[config.mk]
export PLATFORM = sky130hd
export DESIGN_NAME = airi5c_hasti_sram_bridge
export DESIGN_NICKNAME = d
export VERILOG_FILES = /design/src/rtl/airi5c_hasti_sram_bridge.sv
export SDC_FILE = /design/constraint.sdc
export NUM_CORES = 1
export LEC_CHECK = 0
export CAP_MARGIN = 20
export CORE_AREA = 4 4 122 124
export DETAILED_ROUTE_END_ITERATION = 10
export DIE_AREA = 0 0 126 128
export SETUP_SLACK_MARGIN = 0.1
export SYNTH_ARGS = -nofsm -noshare
export SYNTH_HDL_FRONTEND = slang
export SYNTH_SLANG_ARGS = --single-unit
[constraint.sdc]
create_clock -name clk -period 2.1 [get_ports clk]
set_clock_uncertainty 0.15 [all_clocks]
set_input_delay 0.42 -clock clk [delete_from_list [all_inputs] [get_ports clk]]
set_output_delay 0.42 -clock clk [all_outputs]
set_load 0.01 [all_outputs]
[src/rtl/airi5c_hasti_sram_bridge.sv]
// Two AHB-Lite ports onto a dual-port SRAM: imem is read-only on port A, dmem reads/writes on port B.
// Define AIRI5C_SRAM_BRIDGE_ERR_EN to answer illegal transfers with a two-cycle ERROR response.
module airi5c_hasti_sram_bridge #(
    parameter int unsigned MEM_AW    = 19,
    parameter logic [31:0] BASE_ADDR = 32'h8000_0000,
    parameter logic [31:0] BASE_MASK = 32'hC000_0000
) (
    input  logic              clk,
    input  logic              nreset,

    input  logic [31:0]       imem_haddr,
    input  logic [1:0]        imem_htrans,
    input  logic              imem_hwrite,
    input  logic [2:0]        imem_hsize,
    output logic [31:0]       imem_hrdata,
    output logic              imem_hready,
    output logic              imem_hresp,

    input  logic [31:0]       dmem_haddr,
    input  logic [1:0]        dmem_htrans,
    input  logic              dmem_hwrite,
    input  logic [2:0]        dmem_hsize,
    input  logic [31:0]       dmem_hwdata,
    output logic [31:0]       dmem_hrdata,
    output logic              dmem_hready,
    output logic              dmem_hresp,

    output logic [MEM_AW-1:0] ram_a_addr,
    input  logic [31:0]       ram_a_rdata,
    output logic [MEM_AW-1:0] ram_b_addr,
    output logic [3:0]        ram_b_we,
    output logic [31:0]       ram_b_wdata,
    input  logic [31:0]       ram_b_rdata
);

    localparam logic [1:0] HTRANS_NONSEQ = 2'b10;
    localparam logic [1:0] HTRANS_SEQ    = 2'b11;

    typedef enum logic [2:0] {
        IDLE,
        RD,
        WR,
        RD_STALL
`ifdef AIRI5C_SRAM_BRIDGE_ERR_EN
        , ERR1
        , ERR2
`endif
    } dstate_e;

    // In the mapped window, size up to a word, naturally aligned.
    function automatic logic legal_f(input logic [31:0] a, input logic [2:0] s);
        logic align;
        case (s)
            3'd0:    align = 1'b1;
            3'd1:    align = ~a[0];
            3'd2:    align = (a[1:0] == 2'b00);
            default: align = 1'b0;
        endcase
        return align && ((a & BASE_MASK) == BASE_ADDR);
    endfunction

    function automatic logic [3:0] be_f(input logic [1:0] a, input logic [2:0] s);
        case (s)
            3'd0:    return 4'b0001 << a;
            3'd1:    return 4'b0011 << a;
            default: return 4'b1111;
        endcase
    endfunction

    // ---------------- instruction port ----------------
    logic i_accept;
    logic i_legal;
    logic i_rd_q;

    assign i_accept   = imem_hready && (imem_htrans == HTRANS_NONSEQ || imem_htrans == HTRANS_SEQ);
    assign i_legal    = legal_f(imem_haddr, imem_hsize) && !imem_hwrite;
    assign ram_a_addr = imem_haddr[MEM_AW+1:2];

    always_ff @(posedge clk or negedge nreset) begin
        if (!nreset) i_rd_q <= 1'b0;
        else         i_rd_q <= i_accept && i_legal;
    end

    assign imem_hrdata = i_rd_q ? ram_a_rdata : 32'h0;

`ifdef AIRI5C_SRAM_BRIDGE_ERR_EN
    // hready low marks the first error cycle; hresp stays high into the second.
    always_ff @(posedge clk or negedge nreset) begin
        if (!nreset) begin
            imem_hready <= 1'b1;
            imem_hresp  <= 1'b0;
        end else begin
            imem_hready <= !(i_accept && !i_legal);
            imem_hresp  <= (i_accept && !i_legal) || !imem_hready;
        end
    end
`else
    assign imem_hready = 1'b1;
    assign imem_hresp  = 1'b0;
`endif

    // ---------------- data port ----------------
    dstate_e           state_q, state_d;
    logic [MEM_AW-1:0] addr_q, addr_d;
    logic [3:0]        we_d;
    logic              hready_d;
    logic              hresp_d;
    logic              d_accept;
    logic              d_legal;
    logic [MEM_AW-1:0] d_word;

    assign d_accept = dmem_hready && (dmem_htrans == HTRANS_NONSEQ || dmem_htrans == HTRANS_SEQ);
    assign d_legal  = legal_f(dmem_haddr, dmem_hsize);
    assign d_word   = dmem_haddr[MEM_AW+1:2];

    always_ff @(posedge clk or negedge nreset) begin
        if (!nreset) begin
            state_q     <= IDLE;
            addr_q      <= '0;
            ram_b_we    <= 4'b0000;
            dmem_hready <= 1'b1;
            dmem_hresp  <= 1'b0;
        end else begin
            state_q     <= state_d;
            addr_q      <= addr_d;
            ram_b_we    <= we_d;
            dmem_hready <= hready_d;
            dmem_hresp  <= hresp_d;
        end
    end

    // Registered outputs are computed for the state being entered.
    always_comb begin
        state_d  = state_q;
        addr_d   = addr_q;
        we_d     = 4'b0000;
        hready_d = 1'b1;
        hresp_d  = 1'b0;
        case (state_q)
`ifdef AIRI5C_SRAM_BRIDGE_ERR_EN
            ERR1: begin
                state_d = ERR2;
                hresp_d = 1'b1;
            end
`endif
            RD_STALL: state_d = RD;
            default: begin
                if (!d_accept) begin
                    state_d = IDLE;
                end else if (!d_legal) begin
`ifdef AIRI5C_SRAM_BRIDGE_ERR_EN
                    state_d  = ERR1;
                    hready_d = 1'b0;
                    hresp_d  = 1'b1;
`else
                    state_d  = IDLE;
`endif
                end else if (dmem_hwrite) begin
                    state_d = WR;
                    addr_d  = d_word;
                    we_d    = be_f(dmem_haddr[1:0], dmem_hsize);
                end else if (state_q == WR) begin
                    // Port B is busy with the write data phase; replay the read next cycle.
                    state_d  = RD_STALL;
                    addr_d   = d_word;
                    hready_d = 1'b0;
                end else begin
                    state_d = RD;
                end
            end
        endcase
    end

    assign ram_b_addr  = (state_q == WR || state_q == RD_STALL) ? addr_q : d_word;
    assign ram_b_wdata = dmem_hwdata;
    assign dmem_hrdata = (state_q == RD) ? ram_b_rdata : 32'h0;

endmodule

==> results of run 1 <==
-- synthesized netlist by cell type (2+ instances only) --
master	n	area, µm²
sky130_fd_sc_hd__and2_1	64	400
sky130_fd_sc_hd__clkbuf_1	8	30.0
sky130_fd_sc_hd__conb_1	2	7.51
sky130_fd_sc_hd__o21a_1	2	15.0
sky130_fd_sc_hd__buf_6	2	22.5
sky130_fd_sc_hd__o21bai_1	2	15.0
sky130_fd_sc_hd__buf_4	54	405
sky130_fd_sc_hd__a21oi_1	4	20.0
sky130_fd_sc_hd__nand2_1	3	11.3
sky130_fd_sc_hd__dfrtp_1	26	651
sky130_fd_sc_hd__nor3_1	2	10.0
sky130_fd_sc_hd__mux2_2	39	439
sky130_fd_sc_hd__nor2_1	4	15.0
-- cells in the final DEF (no fill, tap or decap), types with 5 or more instances in the layout --
cell	count
sky130_fd_sc_hd__clkdlybuf4s50_1	103
sky130_fd_sc_hd__and2_1	46
sky130_fd_sc_hd__buf_6	46
sky130_fd_sc_hd__dlygate4sd2_1	35
sky130_fd_sc_hd__mux2_2	34
sky130_fd_sc_hd__dfrtp_1	24
sky130_fd_sc_hd__buf_2	22
sky130_fd_sc_hd__and2_4	18
sky130_fd_sc_hd__buf_4	13
sky130_fd_sc_hd__mux2_4	5
-- power groups by stage --
stage / logic (W) / clock network (W) / registers [W]
6_report: 0.000371 / 0.000441 / 0.000580
5_1_grt: 0.000402 / 0.000495 / 0.000584
4_1_cts: 0.000373 / 0.000465 / 0.000580
3_5_place_dp: 0.000368 / 0 / 0.000589
3_3_place_gp: 0.000362 / 0 / 0.000587
2_1_floorplan: 0.000197 / 0 / 0.000583
-- cells by family (layout without fill, tap and decap cells) --
| kind of cell | Yosys count | after routing |
|---|---|---|
| AOI/OAI and AO/OA | 11 | 11 |
| buffers and inverters | 65 | 231 |
| DFF | 27 | 27 |
| muxes | 40 | 40 |
| other | 2 | 3 |
| and+or+nand+nor | 80 | 80 |
-- flip-flops by register name, summed over array words and instances (netlist names) --
name / flops
state_q: 2
ram_b_we: 4
i_rd_q: 1
dmem_hready: 1
addr_q: 19
-- critical path, stage by stage, from the launching register on --
cell and delay [ns]:
sky130_fd_sc_hd__dfrtp_2 0.39, sky130_fd_sc_hd__buf_6 0.13, sky130_fd_sc_hd__bufbuf_16 0.26, sky130_fd_sc_hd__mux2_2 0.34
sky130_fd_sc_hd__buf_6 0.12
-- area by class of cell --
| type | count | area (µm²) | share of cell area (%) |
|---|---|---|---|
| Clock buffer | 4 | 78.8 | 1.82 |
| Tap cell | 180 | 225 | 5.21 |
| Sequential cell | 27 | 679 | 15.7 |
| Timing Repair Buffer | 226 | 2220 | 51.5 |
| Inverter | 1 | 3.75 | 0.0869 |
| Multi-Input combinational cell | 134 | 1110 | 25.7 |
-- worst paths after layout --
path	start	cells past startpoint	end
worst min register to register	addr_q[1]$_DFFE_PN0P_	1	addr_q[1]$_DFFE_PN0P_
min in group asynchronous	nreset	2	addr_q[10]$_DFFE_PN0P_
worst max-delay path	state_q[1]$_DFF_PN0_	4	ram_b_addr[5]
worst min-delay path	addr_q[1]$_DFFE_PN0P_	1	addr_q[1]$_DFFE_PN0P_
max in group asynchronous	nreset	2	dmem_hready$_DFF_PN1_
worst max register to register	state_q[1]$_DFF_PN0_	7	addr_q[13]$_DFFE_PN0P_
-- per-layer routing --
| metal | GRT usage [%] | part of all wire, % | up-vias |
|---|---|---|---|
| li1 | - | - | 1009 |
| met1 | 9.64 | 32 | 1004 |
| met2 | 20.0 | 57 | 124 |
| met3 | 3.58 | 9.3 | 25 |
| met4 | 2.46 | 1.9 | 0 |
| met5 | 0 | 0 | - |
-- what timing repair did --
item,CTS,global route
endpoints found under the setup margin,106,59
setup buffers,18,1
gates cloned,6,0
pin swaps,10,13
gates resized for setup,294,31
endpoints found under the hold margin,0,0
-- stage by stage --
step | power, W | std cells | cell area [µm²]
after global placement | 0.000949 | 543 | 3940
after floorplan | 0.000780 | 226 | 2150
after global routing | 0.00148 | 572 | 4320
after detailed placement | 0.000957 | 543 | 3940
final | 0.00139 | 572 | 4320
after CTS | 0.00142 | 571 | 4190
==> impl_metrics.sql, run 1 <==
INSERT INTO impl_metrics (metric_group, metric, value, unit) VALUES
('run_status', 'run_status', 'finished clean', ''),
('sta', 'totalNegativeSetupSlack', '0', 'ns'),
('layout', 'area.growth.synth_to_final', '101', '%'),
('synth', 'async_flop_share', '100', '%'),
('detailed_routing', 'wire_per_inst', '15.6', 'µm'),
('synth', 'synth-seq-cells', '27', ''),
('pwr', 'power.ir.vdd_worst', '271', 'µV'),
('cts', 'clock_sinks', '27', ''),
('placed_design', 'place_ws', '-0.240', 'ns'),
('global_routing', 'grt-ovfl-total', '0', ''),
('detailed_routing', 'dr.pass1.iters', '4', ''),
('placed_design', 'dp_hpwl', '6810', 'µm'),
('die', 'io_pins', '316', ''),
('synth', 'post_synth_and_or_nand_nor_area_fraction', '22.6', '%'),
('sta', 'postLayoutSetupSlackWorst', '0.0278', 'ns'),
('pwr', 'power.density', '322', 'mW/mm²'),
('sta', 'post_route_fraction_of_the_period_consumed_by_the_critical_path', '98.7', '%'),
('synth', 'yosys-mux-area-fraction', '20.9', '%'),
('layout', 'final_core_utilization', '31.4', '%'),
('worst_setup_path', 'cp.required', '1.53', 'ns'),
('die', 'initial_utilization', '15.6', '%'),
('cts', 'clkTransAtPathRegs', '0.07', 'ns'),
('sta', 'final_period_minus_worst_setup_slack', '2.07', 'ns'),
('sta', 'finalSetupViolCount', '0', ''),
('detailed_routing', 'route.antenna.remaining_nets', '0', ''),
('synth', 'netlist_instances', '225', ''),
('worst_setup_path', 'crit_path_max_fanout', '5', ''),
('global_routing', 'grt_usage', '9.99', '%'),
('synth', 'dominantRegCellSynth', 'sky130_fd_sc_hd__dfrtp_1', ''),
('synth', 'post_synth_instance_area', '0.00215', 'mm²'),
('sta', 'grt_setup_unrepaired', 'true', ''),
('worst_setup_path', 'critical_path_class', 'flop to primary output', ''),
('synth', 'synth_adder_area_share', '0', '%'),
('worst_setup_path', 'setup_slack_reg_to_reg', '0.08', 'ns'),
('pwr', 'sequentialPowerShare', '41.7', '%'),
('synth', 'edff_count_synth', '0', ''),
('cts', 'ctsHoldBuffers', '0', ''),
('pwr', 'p_comb_share', '26.7', '%'),
('cts', 'number_of_cts_inserted_buffers', '3', ''),
('sta', 'finalHoldWorstSlack', '0.352', 'ns'),
('die', 'fp.dieArea', '0.0161', 'mm²'),
('cts', 'clock-root-buffer', 'sky130_fd_sc_hd__clkbuf_16', ''),
('detailed_routing', 'totalWireLength', '8950', 'µm'),
('pwr', 'part_of_the_total_power_dissipated_in_the_clock_network', '31.7', '%'),
('synth', 'synth_xor_area_share', '0', '%'),
('die', 'die_y', '128', 'µm'),
('layout', 'diodes', '0', ''),
('synth', 'post_synth.cell_area_avg', '9.56', 'µm²'),
('placed_design', 'buffer_ports.inserted', '190', ''),
('pwr', 'leakage_power', '2.09', 'nW'),
('pwr', 'power_switching_share', '22.0', '%'),
('sta', 'report.final.slew_viol_count', '0', ''),
('cts', 'cts_tree', 'done', ''),
('synth', 'synth_cell_types', '26', ''),
('detailed_routing', 'detail_route.vias_per_cell', '3.78', ''),
('cts', 'clk_path_buf_depth', '2', ''),
('synth', 'synth_top_family_by_area', 'simple AND/OR/NAND/NOR gates', ''),
('run', 'timing.max_cap.violations', '0', ''),
('layout', 'drive_gt1_share', '40.1', '%'),
('cts', 'cts.htree.levels', '1', ''),
('synth', 'synth-seq-area-share', '31.5', '%'),
('layout', 'num-fill-cells', '1420', ''),
('pwr', 'cell_internal_pwr', '0.00109', 'W'),
('global_routing', 'antenna_found_initial', '0', ''),
('die', 'number_of_cell_rows', '43', ''),
('sta', 'timing_hold_violations_final', '0', ''),
('worst_setup_path', 'worst_ep_arrival_time', '1.50', 'ns'),
('synth', 'yosysWarningCount', '0', ''),
('hold_path', 'timing.hold.worst.class', 'flop to flop', ''),
('worst_setup_path', 'cp-end-kind', 'primary output', ''),
('pwr', 'switchingPower', '0.000307', 'W'),
('die', 'coreArea', '0.0138', 'mm²'),
('sta', 'max_freq', '483', 'MHz'),
('synth', 'synth-compound-area-share', '3.20', '%'),
('detailed_routing', 'drcViolationCount', '0', ''),
('placed_design', 'gpl.final_weighted_congestion', '0.773', ''),
('global_routing', 'first_global_vias', '2274', ''),
('layout', 'finish.net_count', '567', ''),
('worst_setup_path', 'cp-start-kind', 'flop', ''),
('global_routing', 'global_route_wire_length_before_repair', '12800', 'µm'),
('die', 'horizontal_die_dimension', '126', 'µm'),
('detailed_routing', 'count_of_vias_placed_by_the_detailed_router', '2162', ''),
('global_routing', 'grt_max_degree', '28', ''),
('cts', 'worstSkewPairLatency', '0.26', 'ns'),
('detailed_routing', 'drt_iter0_drc', '36', '');
(Power assumes the default switching activity.)
==> inputs of run 2 (changes only) <==
Settings changed: CTS_CLUSTER_SIZE from default to 25.
==> results of run 2 <==
The final DEF is identical to that of run 1; final timing and power are the same.
